`config.mk`:
```
export PLATFORM = sky130hd
export DESIGN_NAME = inert_spi_resp
export DESIGN_NICKNAME = d
export VERILOG_FILES = /design/src/rtl/inert_pkg.sv /design/src/rtl/spi_resp_shft.sv /design/src/rtl/inert_spi_resp.sv
export SDC_FILE = /design/constraint.sdc
export NUM_CORES = 1
export LEC_CHECK = 0
export BUFFER_PORTS_ARGS = -buffer_cell sky130_fd_sc_hd__buf_2
export CAP_MARGIN = 20
export CORE_AREA = 2 2 152 154
export CTS_CLUSTER_DIAMETER = 80
export CTS_CLUSTER_SIZE = 25
export DETAILED_ROUTE_END_ITERATION = 16
export DIE_AREA = 0 0 154 156
export HOLD_SLACK_MARGIN = 0.02
export PLACE_DENSITY_LB_ADDON = 0.3
export SETUP_SLACK_MARGIN = 0.3
export SLEW_MARGIN = 15
export SYNTH_ARGS = -nofsm -noshare
export SYNTH_HDL_FRONTEND = slang
export SYNTH_SLANG_ARGS = --single-unit
export TNS_END_PERCENT = 30
```
`constraint.sdc`:
```
create_clock -name clk -period 4.8 [get_ports clk]
set_clock_uncertainty 0.05 [all_clocks]
set_input_delay 0.24 -clock clk [delete_from_list [all_inputs] [get_ports clk]]
set_output_delay 0.24 -clock clk [all_outputs]
set_load 0.01 [all_outputs]
```
`src/rtl/inert_pkg.sv`:
```
// rtl/inert_pkg.sv - register map and frame FSM state for the inertial sensor SPI responder
package inert_pkg;

    // Read/write configuration registers
    localparam logic [6:0] ADDR_INT_CFG  = 7'h0D;
    localparam logic [6:0] ADDR_CFG_10   = 7'h10;
    localparam logic [6:0] ADDR_CFG_11   = 7'h11;
    localparam logic [6:0] ADDR_CFG_14   = 7'h14;

    // Read-only identity register
    localparam logic [6:0] ADDR_WHO_AM_I = 7'h0F;

    // Read-only latched sample registers (low byte at the even address)
    localparam logic [6:0] ADDR_ROLL_L   = 7'h24;
    localparam logic [6:0] ADDR_ROLL_H   = 7'h25;
    localparam logic [6:0] ADDR_YAW_L    = 7'h26;
    localparam logic [6:0] ADDR_YAW_H    = 7'h27;
    localparam logic [6:0] ADDR_AY_L     = 7'h2A;
    localparam logic [6:0] ADDR_AY_H     = 7'h2B;
    localparam logic [6:0] ADDR_AZ_L     = 7'h2C;
    localparam logic [6:0] ADDR_AZ_H     = 7'h2D;

    // INT_CFG bit that lets a new sample raise INT
    localparam int unsigned INT_EN_BIT   = 1;

    // SCLK rises in a complete frame
    localparam logic [4:0]  FRAME_RISES  = 5'd16;

    typedef enum logic [1:0] {
        IDLE = 2'd0,
        CMD  = 2'd1,
        DATA = 2'd2,
        DONE = 2'd3
    } state_t;

endpackage

```
`src/rtl/spi_resp_shft.sv`:
```
// rtl/spi_resp_shft.sv - SPI pin synchronizers, frame FSM and rx/tx shift registers
//
// Ports:
//   clk, rst_n            system clock, asynchronous active-low reset
//   SS_n, SCLK, MOSI      raw SPI pins from the master (asynchronous to clk)
//   MISO                  serial read data, forced low while SS_n is high
//   rdata                 read data for addr, loaded into tx while addr_vld
//   addr_vld              command byte complete; addr is the address being read
//   addr                  frame address (from rx[6:0] in CMD, rx[14:8] afterwards)
//   frame_done            one-clk pulse when the frame ends (DONE state)
//   frame_ok              frame had exactly 16 SCLK rises
//   frame_rd              R/W flag of the frame (1 = read)
//   wdata                 data byte of the frame
module spi_resp_shft
    import inert_pkg::*;
(
    input  logic       clk,
    input  logic       rst_n,
    input  logic       SS_n,
    input  logic       SCLK,
    input  logic       MOSI,
    input  logic [7:0] rdata,
    output logic       MISO,
    output logic       addr_vld,
    output logic [6:0] addr,
    output logic       frame_done,
    output logic       frame_ok,
    output logic       frame_rd,
    output logic [7:0] wdata
);

    // Bit 0 is the first synchronizer stage; bit 2 is the edge-detect history flop.
    logic [2:0]  ss_sync_q,   ss_sync_d;
    logic [2:0]  sclk_sync_q, sclk_sync_d;
    logic [1:0]  mosi_sync_q, mosi_sync_d;
    state_t      state_q,     state_d;
    logic [15:0] rx_q,        rx_d;
    logic [7:0]  tx_q,        tx_d;
    logic [4:0]  cnt_q,       cnt_d;

    logic ss_fall, ss_rise, sclk_rise, sclk_fall;

    assign ss_fall   =  ss_sync_q[2]   & ~ss_sync_q[1];
    assign ss_rise   = ~ss_sync_q[2]   &  ss_sync_q[1];
    assign sclk_fall =  sclk_sync_q[2] & ~sclk_sync_q[1];
    assign sclk_rise = ~sclk_sync_q[2] &  sclk_sync_q[1];

    assign addr_vld   = (state_q == CMD) && (cnt_q == 5'd8);
    assign addr       = (state_q == CMD) ? rx_q[6:0] : rx_q[14:8];
    assign frame_rd   = rx_q[15];
    assign wdata      = rx_q[7:0];
    assign frame_done = (state_q == DONE);
    assign frame_ok   = (cnt_q == FRAME_RISES);
    assign MISO       = ~ss_sync_q[1] & tx_q[7];

    always_comb begin
        ss_sync_d   = {ss_sync_q[1:0], SS_n};
        sclk_sync_d = {sclk_sync_q[1:0], SCLK};
        mosi_sync_d = {mosi_sync_q[0], MOSI};
        state_d     = state_q;
        rx_d        = rx_q;
        tx_d        = tx_q;
        cnt_d       = cnt_q;

        if (ss_rise) begin
            state_d = DONE;
        end else if (ss_fall && (state_q != DATA)) begin
            state_d = CMD;
            rx_d    = '0;
            tx_d    = '0;
            cnt_d   = '0;
        end else begin
            case (state_q)
                CMD: begin
                    if (addr_vld) begin
                        state_d = DATA;
                        tx_d    = rdata;
                    end else if (sclk_rise) begin
                        rx_d  = {rx_q[14:0], mosi_sync_q[1]};
                        cnt_d = cnt_q + 5'd1;
                    end
                end
                DATA: begin
                    if (sclk_rise) begin
                        rx_d = {rx_q[14:0], mosi_sync_q[1]};
                        // Saturate so an over-long frame can never wrap back to 16.
                        if (cnt_q != 5'd31) begin
                            cnt_d = cnt_q + 5'd1;
                        end
                    end else if (sclk_fall && (cnt_q >= 5'd9)) begin
                        // No shift on fall9 so bit7 stays valid through rise9.
                        tx_d = {tx_q[6:0], 1'b0};
                    end
                end
                DONE: begin
                    state_d = IDLE;
                    // Clear tx so MISO cannot glitch high as the next frame's SS_n falls.
                    tx_d    = '0;
                    cnt_d   = '0;
                end
                default: state_d = IDLE;
            endcase
        end
    end

    always_ff @(posedge clk or negedge rst_n) begin
        if (!rst_n) begin
            ss_sync_q   <= 3'b111;
            sclk_sync_q <= 3'b111;
            mosi_sync_q <= 2'b00;
            state_q     <= IDLE;
            rx_q        <= '0;
            tx_q        <= '0;
            cnt_q       <= '0;
        end else begin
            ss_sync_q   <= ss_sync_d;
            sclk_sync_q <= sclk_sync_d;
            mosi_sync_q <= mosi_sync_d;
            state_q     <= state_d;
            rx_q        <= rx_d;
            tx_q        <= tx_d;
            cnt_q       <= cnt_d;
        end
    end

endmodule

```
`src/rtl/inert_spi_resp.sv`:
```
// rtl/inert_spi_resp.sv - inertial sensor SPI responder: register file, sample latch and INT
//
// Ports:
//   clk, rst_n                 system clock, asynchronous active-low reset
//   SS_n, SCLK, MOSI, MISO     SPI responder pins (16-bit frames, MSB first)
//   INT                        new-sample-ready interrupt, cleared by a read of INT_CLR_ADDR
//   smpl                       one-clk strobe qualifying roll_rt/yaw_rt/AY/AZ
//   roll_rt, yaw_rt, AY, AZ    16-bit sample inputs
//   ovr                        sticky flag: a sample arrived while the previous one was unread
module inert_spi_resp
    import inert_pkg::*;
#(
    parameter logic [7:0] WHO_AM_I     = 8'h6A,
    parameter logic [6:0] INT_CLR_ADDR = 7'h2D
) (
    input  logic        clk,
    input  logic        rst_n,
    input  logic        SS_n,
    input  logic        SCLK,
    input  logic        MOSI,
    output logic        MISO,
    output logic        INT,
    input  logic        smpl,
    input  logic [15:0] roll_rt,
    input  logic [15:0] yaw_rt,
    input  logic [15:0] AY,
    input  logic [15:0] AZ,
    output logic        ovr
);

    logic       addr_vld, frame_done, frame_ok, frame_rd;
    logic [6:0] addr;
    logic [7:0] wdata, reg_rdata, rdata;

    logic [7:0]  int_cfg_q, int_cfg_d;
    logic [7:0]  cfg10_q,   cfg10_d;
    logic [7:0]  cfg11_q,   cfg11_d;
    logic [7:0]  cfg14_q,   cfg14_d;
    logic [15:0] roll_q,    roll_d;
    logic [15:0] yaw_q,     yaw_d;
    logic [15:0] ay_q,      ay_d;
    logic [15:0] az_q,      az_d;
    logic        int_q,     int_d;
    logic        ovr_q,     ovr_d;

    logic wr_en, int_clr, smpl_take;

    spi_resp_shft u_shft (
        .clk        (clk),
        .rst_n      (rst_n),
        .SS_n       (SS_n),
        .SCLK       (SCLK),
        .MOSI       (MOSI),
        .rdata      (rdata),
        .MISO       (MISO),
        .addr_vld   (addr_vld),
        .addr       (addr),
        .frame_done (frame_done),
        .frame_ok   (frame_ok),
        .frame_rd   (frame_rd),
        .wdata      (wdata)
    );

    always_comb begin
        reg_rdata = 8'h00;
        case (addr)
            ADDR_INT_CFG:  reg_rdata = int_cfg_q;
            ADDR_CFG_10:   reg_rdata = cfg10_q;
            ADDR_CFG_11:   reg_rdata = cfg11_q;
            ADDR_CFG_14:   reg_rdata = cfg14_q;
            ADDR_WHO_AM_I: reg_rdata = WHO_AM_I;
            ADDR_ROLL_L:   reg_rdata = roll_q[7:0];
            ADDR_ROLL_H:   reg_rdata = roll_q[15:8];
            ADDR_YAW_L:    reg_rdata = yaw_q[7:0];
            ADDR_YAW_H:    reg_rdata = yaw_q[15:8];
            ADDR_AY_L:     reg_rdata = ay_q[7:0];
            ADDR_AY_H:     reg_rdata = ay_q[15:8];
            ADDR_AZ_L:     reg_rdata = az_q[7:0];
            ADDR_AZ_H:     reg_rdata = az_q[15:8];
            default:       reg_rdata = 8'h00;
        endcase
    end

    // The shifter only consumes read data on the addr_vld cycle.
    assign rdata = addr_vld ? reg_rdata : 8'h00;

    assign wr_en   = frame_done & frame_ok & ~frame_rd;
    assign int_clr = frame_done & frame_ok &  frame_rd & (addr == INT_CLR_ADDR);
    // A pending (or just-cleared) sample blocks new ones so a burst read is never torn.
    assign smpl_take = smpl & ~int_q & ~int_clr;

    always_comb begin
        int_cfg_d = int_cfg_q;
        cfg10_d   = cfg10_q;
        cfg11_d   = cfg11_q;
        cfg14_d   = cfg14_q;
        roll_d    = roll_q;
        yaw_d     = yaw_q;
        ay_d      = ay_q;
        az_d      = az_q;
        int_d     = int_q;
        ovr_d     = ovr_q | (smpl & ~smpl_take);

        if (wr_en) begin
            case (addr)
                ADDR_INT_CFG: int_cfg_d = wdata;
                ADDR_CFG_10:  cfg10_d   = wdata;
                ADDR_CFG_11:  cfg11_d   = wdata;
                ADDR_CFG_14:  cfg14_d   = wdata;
                default: ;
            endcase
        end

        if (smpl_take) begin
            roll_d = roll_rt;
            yaw_d  = yaw_rt;
            ay_d   = AY;
            az_d   = AZ;
        end

        if (int_clr) begin
            int_d = 1'b0;
        end else if (smpl_take) begin
            int_d = int_cfg_q[INT_EN_BIT];
        end
    end

    always_ff @(posedge clk or negedge rst_n) begin
        if (!rst_n) begin
            int_cfg_q <= '0;
            cfg10_q   <= '0;
            cfg11_q   <= '0;
            cfg14_q   <= '0;
            roll_q    <= '0;
            yaw_q     <= '0;
            ay_q      <= '0;
            az_q      <= '0;
            int_q     <= 1'b0;
            ovr_q     <= 1'b0;
        end else begin
            int_cfg_q <= int_cfg_d;
            cfg10_q   <= cfg10_d;
            cfg11_q   <= cfg11_d;
            cfg14_q   <= cfg14_d;
            roll_q    <= roll_d;
            yaw_q     <= yaw_d;
            ay_q      <= ay_d;
            az_q      <= az_d;
            int_q     <= int_d;
            ovr_q     <= ovr_d;
        end
    end

    assign INT = int_q;
    assign ovr = ovr_q;

endmodule
```
---- Yosys cells after proc, flatten, opt, wreduce, memory -nomap -nowiden ----
Cells that the tools add are included.
operators by class
  multipliers ............................. 0
  mux-type cells .......................... 23
  add/sub/neg operators ................... 1
  $lt $le $gt $ge ......................... 1
  bitwise logic cells ..................... 22
  divide/modulo/power cells ............... 0
  shift operators ......................... 0
  reductions and logical operators ........ 14
  equality and inequality tests ........... 29
operator list
  kind                                                   count
  case mux 8 bit (13 select lines)                       1
  equality test 7 x 6 -> 1 bit, second input constant    8
  2-to-1 mux 16 bit                                      3
  2-to-1 mux 8 bit                                       4
  case mux 16 bit (2 select lines)                       1
  2-to-1 mux 5 bit                                       5
  case mux 8 bit (3 select lines)                        1
  equality test 7 x 5 -> 1 bit, second input constant    3
  case mux 5 bit (3 select lines)                        1
  equality test 7 x 4 -> 1 bit, second input constant    2
  bitwise AND 1 bit                                      12
  inequality test 3 x 1 -> 1 bit, second input constant  4
  AND reduction 2 bit                                    5
  inequality test 3 bit, second input constant           3
  NOT 1 bit                                              9
  2-to-1 mux 7 bit                                       1
  2-to-1 mux 2 bit                                       3
  AND reduction 6 bit                                    1
  adder 5 x 1 -> 5 bit, second input constant            1
  equality test 5 x 4 -> 1 bit, second input constant    1
  equality test 5 bit, second input constant             1
  >= comparator 5 x 4 -> 1 bit, second input constant    1
  inequality test 5 bit, second input constant           1
  AND reduction 5 bit                                    1
  other kinds (13)                                       17
word-level totals
  bits in latches ......................... 0
  RAM bits ................................ 0
  word-level logic and storage cells ...... 107
  register bits after elaboration ......... 137
  memory bits (read-only) ................. 0
  input port bits ......................... 70
  output and inout bits ................... 3
  memories kept ........................... 0

---- Depth between registers and ports, before layout ----
  word-level depth ........................ 9
  gate-level depth with buffers ........... 10
  gate-level depth less buffers ........... 9

---- Hierarchy ----
A second synthesis with hierarchy kept.
second synthesis, totals
  cells, all modules ...................... 533
  area, all modules ....................... 6822.8 µm²
modules (own cells, without submodules)
  module          area each (µm²)  cells an instance  instances  sequential area each (µm²)
  inert_spi_resp  4899.7           366                1          2452.4
  spi_resp_shft   1923.1           167                1          983.4

---- Worst setup path after synthesis ----
OpenSTA, ideal clock, no wires.
  path kind ............................... register to register
  start ................................... register u_shft.state_q[1]
  end ..................................... register ay_q[10]
  data arrival time ....................... 2154 ps
  library setup time ...................... 125 ps
  stages on the path, launching flop included .. 10
  setup slack ............................. 2471 ps
  buffers on the path ..................... 3
  clock period less this slack ............ 2329 ps
  cells stage by stage .................... dfrtp_1 buf_2 and4bb_2 a31oi_4 nor4_4 nand3_1 nand3b_1 buf_4 buf_4 mux2_2
between the ends
  word-level cells in the longest chain between the ends .. 6
  elaborated cells on any way between the ends .. 9
  those cells by class .................... eq/ne: 3; mux: 1; bitwise: 5
RTL lines
  what                                                                 line                                       text
  start, declared                                                      spi_resp_shft.sv:36                        state_t state_q, state_d;
  start signal, assigned                                               spi_resp_shft.sv:119                       state_q <= state_d;
  equality test 2 x 1 -> 1 bit or equality test 2 bit (tied branches)  spi_resp_shft.sv:49, spi_resp_shft.sv:52
  2-to-1 mux 7 bit or bitwise AND 1 bit (tied branches)                spi_resp_shft.sv:49, inert_spi_resp.sv:88
  equality test 7 x 6 -> 1 bit or bitwise AND 1 bit (tied branches)    inert_spi_resp.sv:88                       assign int_clr = frame_done & frame_ok & frame_rd & (addr == INT_CLR_ADDR);
  bitwise AND 1 bit *                                                  inert_spi_resp.sv:88
  NOT 1 bit *                                                          inert_spi_resp.sv:90                       assign smpl_take = smpl & ~int_q & ~int_clr;
  bitwise AND 1 bit *                                                  inert_spi_resp.sv:90
  end signal, assigned                                                 inert_spi_resp.sv:147                      ay_q <= ay_d;
  end, declared                                                        inert_spi_resp.sv:41                       logic [15:0] ay_q, ay_d;
Every way passes the cells marked *; elsewhere a longest branch is shown, timed or not.
A chain may end at the register's enable or synchronous reset.

---- Final worst setup path ----
  start ................................... register u_shft.state_q[1]
  end ..................................... register u_shft.tx_q[3]
between the ends
  word-level cells in the longest chain between the ends .. 7
  elaborated cells on any way between the ends .. 29
  those cells by class .................... eq/ne: 20; mux: 5; reduce/logical: 4
RTL lines
  what                                                  line                                                           text
  equality test 2 x 1 -> 1 bit                          spi_resp_shft.sv:48, spi_resp_shft.sv:49, spi_resp_shft.sv:73
  2-to-1 mux 7 bit                                      spi_resp_shft.sv:49                                            assign addr = (state_q == CMD) ? rx_q[6:0] : rx_q[14:8];
  equality test 7 x 6 -> 1 bit (tied with other cells)  inert_spi_resp.sv:66                                           case (addr)
  case mux 8 bit (13 select lines)                      inert_spi_resp.sv:66
  2-to-1 mux 8 bit                                      spi_resp_shft.sv:75                                            if (addr_vld) begin
  case mux 8 bit (3 select lines)                       spi_resp_shft.sv:73                                            case (state_q)
  2-to-1 mux 8 bit                                      spi_resp_shft.sv:67                                            end else if (ss_fall && (state_q != DATA)) begin
  end signal, assigned                                  spi_resp_shft.sv:121                                           tx_q <= tx_d;
  end, declared                                         spi_resp_shft.sv:38                                            logic [7:0] tx_q, tx_d;
Parallel ways exist; a longest one is shown, timed or not. The select of a mux whose other input is x is not followed.

==> reports/qor.txt <==
CP arrival -> 3.75 ns
drt drc -> 0
IO Pins -> 73
Peak supply drop -> 0.2699 mV
Synth area leaders -> dfrtp_1 (50%), mux2_2 (11%), mux2_1 (5.6%), nand2_1 (3.6%), a22oi_1 (3.4%)
Worst setup SP type -> register
Primary FF master, synth -> dfrtp_1
Critical Path RT -> 5.01 ns
register area share after synthesis -> 0.5218
CTS tree -> built
antenna-violating nets left -> 0
Placement Setup Slack -> 1.291 ns
global-route wire length before repair -> 28820 um
Final HPWL DP -> 13040 um
Max Cap Viol -> 0
Starting Density -> 0.2944
EDFF count, synth -> 0
Post-CTS Setup Bufs -> 0
Clock Tree Buf Depth -> 2
hold crit path type -> reg2reg
post-route setup TNS -> 0 ns
Worst setup EP type -> register
Die Wd -> 154 um
Lkg Pwr -> 3.606 nW
WL final -> 18260 um
Post-Syn Area -> 6585 um^2
largest net degree at the start of global routing -> 78
ys async rst share -> 1.000
CTS root buf -> clkbuf_16
cell area after layout -> 8489 um^2
synthesized area per cell -> 12.35 um^2
Worst Tran Pin Value -> 1.004 ns
Vias per Instance -> 5.105
max_slew headroom -> 0.3259
CP Max Fanout -> 20
Final nets -> 747
fillcell total -> 2132
Final Setup Violations -> 0
CP cell instances -> nand2b_2 -> mux2i_4 -> nor4_2 -> buf_4 -> a222oi_1 -> nand3_1 -> a2111oi_2 -> o221ai_1
die area -> 24020 um^2
GP Congestion -> 0.9142
Area after DPL -> 7217 um^2
pwr dens -> 418.5 nW/um^2
grt ovf -> 0
Clock transition at path regs -> 0.06 ns
most common cell in the netlist -> dfrtp_1
outcome -> complete, no violations
crit-path leading delay family -> simple AND/OR/NAND/NOR gates
Synth top area share -> 0.4978
synthesized instance count -> 533
core area -> 22370 um^2
vias -> 4957
TritonCTS Buffers -> 17
Post-synth top cells -> dfrtp_1 (131), mux2_2 (65), nand2_1 (63)
antenna diode count -> 0
Slowest-stage cell, CP -> mux2i_4
max frequency -> 0.2827 GHz
later-pin clock latency in the skew report -> 0.43 ns
WL per Instance -> 18.81 um
worst path bufs/invs -> 1
H-Tree Level Count -> 4
Tot GR Track Use -> 0.1567
syn_nets -> 607
Slew Limit Fails -> 0
vias in the first global route -> 5028
Final Hold Viols -> 0
row cnt -> 55
Syn. warnings -> 0
minimum clock period -> 3.538 ns
initial antenna violation count -> 0
Post-CTS Resized -> 0
number of DRC markers in iteration 0 -> 338
Pre-antenna DRT Iters -> 5
Layout area overhead -> 28.92%
Worst path max stage delay -> 0.69 ns
WS Path Type -> reg2reg
final worst slack -> 1.262 ns
PortBufs -> 72
area leader, netlist -> dfrtp_1
fin crit share -> 0.7370
RSZ-0062 raised after global routing -> false
die height -> 156 um
clk sink count -> 137
Netlist cell types -> 63
share of post-route cells with drive strength above 1 -> 0.3178
Seq cells post-synth -> 137
-- worst reg2reg max path, stage by stage, from the launching register on --
cell	delay, ns
dfrtp_1	0.68
nand2b_2	0.62
mux2i_4	0.70
nor4_2	0.14
buf_4	0.20
a222oi_1	0.27
nand3_1	0.19
a2111oi_2	0.37
o221ai_1	0.17
-- per-layer routing --
metal  vias to the layer above  routed length [um]  part of all wire  global-route usage
li1                       2278                   -                 -                   -
met1                      2517                8031              0.44              0.2008
met2                       133                9090              0.50              0.2631
met3                        29                 682             0.037             0.03333
met4                         0                 459             0.025             0.05474
met5                         -                   0                 0                   0
-- timing repair --
item / CTS / global route
setup endpoints to repair: 0 / 0
hold buffers: 69 / 0
hold endpoints to repair: 138 / 0
-- power by group --
part           leakage (nW)  total, mW  internal, mW  switching (mW)
Clock                 0.283       1.30         0.735           0.562
Combinational          1.60      0.749         0.305           0.444
Sequential             1.72       1.51          1.27           0.234
Total                  3.61       3.55          2.31            1.24
-- registers in the layout, indices dropped and copies added, names as in the netlist, 3 cells and up --
name / count
u_shft.sclk_sync_q: 3
int_cfg_q: 8
u_shft.tx_q: 8
u_shft.rx_q: 16
u_shft.ss_sync_q: 3
yaw_q: 16
az_q: 16
ay_q: 16
cfg11_q: 8
roll_q: 16
cfg14_q: 8
cfg10_q: 8
u_shft.cnt_q: 5
-- per-stage QoR --
step / hold slack, ns / utilization / cells / power, mW
final: 0.3064 / 0.3796 / 971 / 3.553
after floorplan: -0.1056 / - / 533 / 2.011
after detailed placement: 0.2675 / 0.3227 / 870 / 2.228
after CTS: 0.3082 / 0.3796 / 971 / 3.581
after global placement: 0.2506 / 0.3227 / 870 / 2.203
after global routing: 0.3099 / 0.3796 / 971 / 3.723
-- worst paths after layout --
| path | start | slack [ns] | to | depth (start not counted) |
|---|---|---|---|---|
| worst max-delay path | u_shft.state_q[1] | 1.26 | u_shft.tx_q[3] | 8 |
| worst min-delay path | u_shft.sclk_sync_q[0] | 0.31 | u_shft.sclk_sync_q[1] | 0 |
| max in group asynchronous | rst_n | 3.07 | cfg10_q[3] | 3 |
| min in group asynchronous | rst_n | 0.35 | az_q[3] | 2 |
| worst min register to register | u_shft.sclk_sync_q[0] | 0.31 | u_shft.sclk_sync_q[1] | 0 |
| worst max register to register | u_shft.state_q[1] | 1.26 | u_shft.tx_q[3] | 8 |
-- area by class of cell --
cell class                      instances  area [um^2]  area share
Clock buffer                           17        425.4     0.05011
Clock inverter                         15        156.4     0.01842
Sequential cell                       137         3436      0.4047
Tap cell                              285        356.6     0.04200
Inverter                               12        45.04    0.005306
Multi-Input combinational cell        356         2940      0.3464
Timing Repair Buffer                  149         1130      0.1331
-- kinds of logic (layout without fill, tap and decap cells) --
kind of cell,after synthesis,in the layout,synth area share
and+or+nand+nor,139,139,0.1258
DFF,137,137,0.5218
AOI/OAI and AO/OA,109,109,0.1309
muxes,103,103,0.1797
buffers and inverters,40,193,0.03268
adders and majority gates,5,5,0.009121
-- layout by cell type (no fill, tap or decap), types with 5 or more instances in the layout --
cell           synthesis  final
a22o_1                 6      6
a22oi_1               30     30
buf_2                  7     71
buf_4                  6      7
clkbuf_16              0     17
dfrtp_1              131    131
dfstp_2                6      6
dlygate4sd3_1          0     69
inv_1                 12     12
inv_6                  0      5
mux2_1                33     33
mux2_2                65     65
nand2_1               63     63
nand3_1               11     11
nor2_1                 7      7
nor2b_1                6      6
nor3_1                 8      8
nor4_2                 7      7
o21ai_0               22     22
o221ai_1               8      8
o31ai_1                6      6
Note: power is estimated with default switching activity, not from simulation.
